## config.mk

```make
export PLATFORM = sky130hd
export DESIGN_NAME = sync_bus_arbiter
export DESIGN_NICKNAME = d
export VERILOG_FILES = /design/src/rtl/sync_bus_arbiter.sv
export SDC_FILE = /design/constraint.sdc
export NUM_CORES = 1
export LEC_CHECK = 0
export ABC_AREA = 1
export CAP_MARGIN = 20
export CORE_AREA = 2 2 68 70
export DETAILED_ROUTE_END_ITERATION = 16
export DIE_AREA = 0 0 70 72
export PLACE_DENSITY = 0.72
export SETUP_SLACK_MARGIN = 0.5
export SLEW_MARGIN = 40
export SYNTH_ARGS = -nofsm -noshare
export SYNTH_HDL_FRONTEND = slang
export SYNTH_SLANG_ARGS = --single-unit
```

## constraint.sdc

```tcl
create_clock -name clk -period 1.4 [get_ports clk]
set_input_delay 0.35 -clock clk [delete_from_list [all_inputs] [get_ports clk]]
set_output_delay 0.35 -clock clk [all_outputs]
set_load 0.005 [all_outputs]
```

## src/rtl/sync_bus_arbiter.sv

```systemverilog
// Two-requester arbiter driving a registered bus into a four-phase
// bus_enable/ack handshake with a destination clock domain.
module sync_bus_arbiter #(
  parameter int BUS_WIDTH = 8,
  parameter int NUM_STAGE = 2,
  parameter int TIMEOUT   = 64
) (
  input  logic                 clk,
  input  logic                 rst,
  input  logic                 req0,
  input  logic [BUS_WIDTH-1:0] data0,
  input  logic                 req1,
  input  logic [BUS_WIDTH-1:0] data1,
  input  logic                 ack,
  input  logic                 err_clr,
  output logic [BUS_WIDTH-1:0] unsync_bus,
  output logic                 bus_enable,
  output logic                 done0,
  output logic                 done1,
  output logic                 busy,
  output logic                 timeout_err,
  output logic [1:0]           state_dbg
);

  // Handshake: a grant raises bus_enable with unsync_bus stable; the destination
  // raises ack, bus_enable falls, the destination drops ack, then done pulses.
  typedef enum logic [1:0] {
    IDLE     = 2'd0,
    WAIT_ACK = 2'd1,
    WAIT_REL = 2'd2,
    DONE     = 2'd3
  } state_t;

  localparam logic [15:0] CNT_LAST = 16'(TIMEOUT - 1);

  state_t                state_q, state_d;
  logic [NUM_STAGE-1:0]  ack_sync_q;
  logic                  ack_s;
  logic [15:0]           cnt_q, cnt_d;
  logic                  last_grant_q, last_grant_d;
  logic                  grant_q, grant_d;
  logic                  pick;
  logic [BUS_WIDTH-1:0]  bus_d;
  logic                  en_d, done0_d, done1_d, err_d;
  logic                  timeout_hit;

  always_ff @(posedge clk or posedge rst) begin
    if (rst) begin
      ack_sync_q <= '0;
    end else begin
      ack_sync_q <= {ack_sync_q[NUM_STAGE-2:0], ack};
    end
  end

  assign ack_s       = ack_sync_q[NUM_STAGE-1];
  assign timeout_hit = (cnt_q == CNT_LAST);
  // On a tie the port not served last wins; a lone request always wins.
  assign pick        = (req0 && req1) ? ~last_grant_q : ~req0;

  always_comb begin
    state_d      = state_q;
    cnt_d        = cnt_q;
    last_grant_d = last_grant_q;
    grant_d      = grant_q;
    bus_d        = unsync_bus;
    en_d         = bus_enable;
    done0_d      = 1'b0;
    done1_d      = 1'b0;
    err_d        = err_clr ? 1'b0 : timeout_err;
    case (state_q)
      IDLE: begin
        if (!ack_s && (req0 || req1)) begin
          grant_d = pick;
          bus_d   = pick ? data1 : data0;
          en_d    = 1'b1;
          cnt_d   = '0;
          state_d = WAIT_ACK;
        end
      end
      WAIT_ACK: begin
        if (ack_s) begin
          en_d    = 1'b0;
          cnt_d   = '0;
          state_d = WAIT_REL;
        end else if (timeout_hit) begin
          en_d    = 1'b0;
          err_d   = 1'b1;
          state_d = IDLE;
        end else begin
          cnt_d = cnt_q + 16'd1;
        end
      end
      WAIT_REL: begin
        if (!ack_s) begin
          done0_d = ~grant_q;
          done1_d = grant_q;
          state_d = DONE;
        end else if (timeout_hit) begin
          err_d   = 1'b1;
          state_d = IDLE;
        end else begin
          cnt_d = cnt_q + 16'd1;
        end
      end
      DONE: begin
        last_grant_d = grant_q;
        state_d      = IDLE;
      end
      default: state_d = IDLE;
    endcase
  end

  always_ff @(posedge clk or posedge rst) begin
    if (rst) begin
      state_q      <= IDLE;
      cnt_q        <= '0;
      last_grant_q <= 1'b1;
      grant_q      <= 1'b0;
      unsync_bus   <= '0;
      bus_enable   <= 1'b0;
      done0        <= 1'b0;
      done1        <= 1'b0;
      timeout_err  <= 1'b0;
    end else begin
      state_q      <= state_d;
      cnt_q        <= cnt_d;
      last_grant_q <= last_grant_d;
      grant_q      <= grant_d;
      unsync_bus   <= bus_d;
      bus_enable   <= en_d;
      done0        <= done0_d;
      done1        <= done1_d;
      timeout_err  <= err_d;
    end
  end

  assign busy      = (state_q != IDLE);
  assign state_dbg = state_q;

endmodule

```

==> results.json <==
{
  "status": "complete, but fails checks",
  "failed_checks": "setup timing",
  "startpoint": "state_dbg[1]",
  "power_density_mw_per_mm2": 1600,
  "cp-start-kind": "flip-flop",
  "synth_cell_type_count": 28,
  "placedCellCount": 370,
  "hold_viol_final": 0,
  "drv_cap": 0,
  "setup_viol": 32,
  "synth.avg_cell_area_um2": 7.69,
  "min_from": "ack_sync_q[0]",
  "antenna_found_initial": 0,
  "finClkSkew_ns": 0.0116,
  "drive_gt1_share_pct": 48.6,
  "reg2reg_slack_ns": -0.28,
  "drtIter0Drc": 149,
  "slew_headroom_pct": 75.5,
  "grt-ovfl-total": 0,
  "async_flop_share_pct": 100,
  "die-area_mm2": 0.00504,
  "grt_first_pass_wirelength_um": 9360,
  "cts_sinks": 34,
  "cts-buffers-inserted": 5,
  "die_w_um": 70,
  "crit_type": "flip-flop to flip-flop",
  "ctsLongestPathBuffers": 2,
  "grt_pass1_vias": 2095,
  "max_freq_mhz": 594,
  "leakagePower_nw": 1.50,
  "synth-edff-count": 0,
  "place_hpwl_um": 3700,
  "cpPeakStageDelay_ns": 0.44,
  "ios": 37,
  "vias_per_cell": 5.29,
  "arrival_ns": 1.90,
  "insertion_delay_ns": 0.29,
  "drt_wl_total_um": 6260,
  "finalWorstSetupSlack_ns": -0.284,
  "slowest_stage": "dfrtp_2",
  "wire_per_inst_um": 15.4,
  "start_util_pct": 44.3,
  "cts_tree": "built",
  "grt_use_total_pct": 23.4,
  "critPathBufInv": 2,
  "ant_nets": 0,
  "synth_flop_cell": "dfrtp_1",
  "fin_nets": 382,
  "fin_crit_sh_pct": 120,
  "path_max_fanout": 7,
  "syn-cell-area_mm2": 0.00189,
  "ir_drop_mv": 1.07,
  "worst_setup_path_end_kind": "flip-flop",
  "crit_family": "flip-flops",
  "gp_congestion": 0.835,
  "utilization_pct": 77.1,
  "coreArea_mm2": 0.00426,
  "cts_root_buf": "clkbuf_8",
  "die_y_um": 72,
  "crit_required_ns": 1.62,
  "portBuffers": 36,
  "clkTransAtPathRegs_ns": 0.07,
  "areaGrowthSynthToFinish_pct": 74.0,
  "syn_inst": 246,
  "cts_htree_levels": 2,
  "critPathMostFrequentCell": "nand2_4",
  "worst_pin_slew_ns": 0.368,
  "grt_max_degree": 16,
  "layout.cells.non_filler": 406,
  "worstPathCellList": "buf_6, ha_4, nand2_4, nand2_4, a21oi_4, buf_12, nand2_8, o21bai_1, nand2_1, nor2_2",
  "slew_violations": 0,
  "syn_nets": 275,
  "hold_class": "flip-flop to flip-flop",
  "period_minus_slack_ns": 1.68,
  "rsz0062_at_grt": "true",
  "rows": 24,
  "first_pass_iters": 4,
  "vias": 2146,
  "r2r_start": "state_dbg[1]",
  "hold_ws_ns": 0.349,
  "ys_seq_area_share_pct": 45.1,
  "ys_warn_count": 0,
  "synth_seq_cells": 34,
  "cts_hold_buf": 0,
  "drc_errors": 0,
  "n_antenna_cell": 0
}
path summary, 6_finish.rpt:
check,end,cells after the start
min reg2reg,ack_sync_q[1],0
min in group asynchronous,bus_enable,2
max reg2reg,cnt_q[4],10
min,ack_sync_q[1],0
max in group asynchronous,grant_q,3
max,cnt_q[4],10
cells by family (layout without fill, tap and decap cells):
logic type | count (synthesis) | after routing | share of synthesized area [%]
AND/OR/NAND/NOR | 128 | 128 | 29.9
AO/OA/AOI/OAI | 41 | 41 | 12.3
buffers and inverters | 35 | 143 | 7.61
flip-flops | 34 | 34 | 45.1
adder cells (fa/ha/maj) | 7 | 7 | 4.63
XOR/XNOR | 1 | 1 | 0.463
synthesized netlist by cell type (2+ instances only):
| library cell | number | area share, % |
|---|---|---|
| a21oi_1 | 6 | 1.6 |
| nor3_1 | 6 | 1.6 |
| nand2_2 | 5 | 1.7 |
| dfrtp_1 | 33 | 44 |
| inv_2 | 3 | 0.60 |
| nand2_1 | 49 | 9.7 |
| o21ai_2 | 2 | 0.93 |
| nor2_1 | 39 | 7.7 |
| or2_1 | 2 | 0.66 |
| inv_1 | 29 | 5.8 |
| nand4_1 | 3 | 0.99 |
| nand3b_1 | 3 | 1.2 |
| o21ai_0 | 25 | 6.6 |
| o21bai_1 | 2 | 0.79 |
| ha_1 | 7 | 4.6 |
| nand3_1 | 18 | 4.8 |
| o21ai_1 | 3 | 0.79 |
report_power, final:
group	total (mW)	switching [mW]	leakage, nW	internal, mW
Sequential	1.37	0.166	0.443	1.20
Combinational	3.15	1.55	1.01	1.60
Clock	0.746	0.345	0.0455	0.401
Total	5.27	2.06	1.50	3.20
cell usage in the layout (no fill, tap or decap), types with 12 or more instances in the layout:
cell,netlist,layout
inv_1,29,21
buf_6,1,15
buf_2,1,12
nand3_1,18,13
clkdlybuf4s50_1,0,19
buf_4,1,48
dfrtp_1,33,31
o21ai_2,2,16
nand2_1,49,33
nor2_1,39,33
state kept, by name, summed over array words and instances (netlist names):
register and count:
ack_sync_q 2, done0 1, last_grant_q 1, state_dbg 2, done1 1, timeout_err 1
unsync_bus 8, grant_q 1, cnt_q 16, bus_enable 1
layer usage:
| metal | wire length [um] | GRT usage, % | vias to the layer above |
|---|---|---|---|
| li1 | - | - | 1005 |
| met2 | 3310 | 43.4 | 102 |
| met4 | 302 | 7.69 | 0 |
| met5 | 0 | 0 | - |
| met3 | 393 | 5.69 | 29 |
| met1 | 2260 | 26.5 | 1010 |
final cells by class:
type / count / area, um^2
Multi-Input combinational cell: 177 / 1230
Fill cell: 277 / 975
Timing Repair Buffer: 102 / 887
Sequential cell: 34 / 855
Inverter: 32 / 149
Clock buffer: 8 / 90.1
Tap cell: 52 / 65.1
Timing Repair inverter: 1 / 8.76
worst register-to-register path, stage by stage (launching register included):
cell	delay (ns)
dfrtp_2	0.44
buf_6	0.14
ha_4	0.17
nand2_4	0.07
nand2_4	0.06
a21oi_4	0.14
buf_12	0.15
nand2_8	0.06
o21bai_1	0.21
nand2_1	0.11
nor2_2	0.08
metrics by stage:
| step | setup TNS, ns | worst slack, ns | total power, mW | instance area [um^2] |
|---|---|---|---|---|
| 2_1_floorplan | -0.610 | -0.0771 | 2.28 | 1950 |
| 3_3_place_gp | -7.87 | -0.303 | 3.17 | 2650 |
| 3_5_place_dp | -8.99 | -0.357 | 3.23 | 2650 |
| 4_1_cts | -2.78 | -0.187 | 4.48 | 3010 |
| 5_1_grt | -6.25 | -0.315 | 5.54 | 3290 |
| 6_report | -4.83 | -0.284 | 5.27 | 3290 |
repair_timing:
action,in CTS,in global routing
buffers inserted,18,8
gates cloned,1,1
endpoints found under the setup margin,47,47
gates resized for setup,121,62
pin swaps,31,40
(Power assumes the default switching activity.)
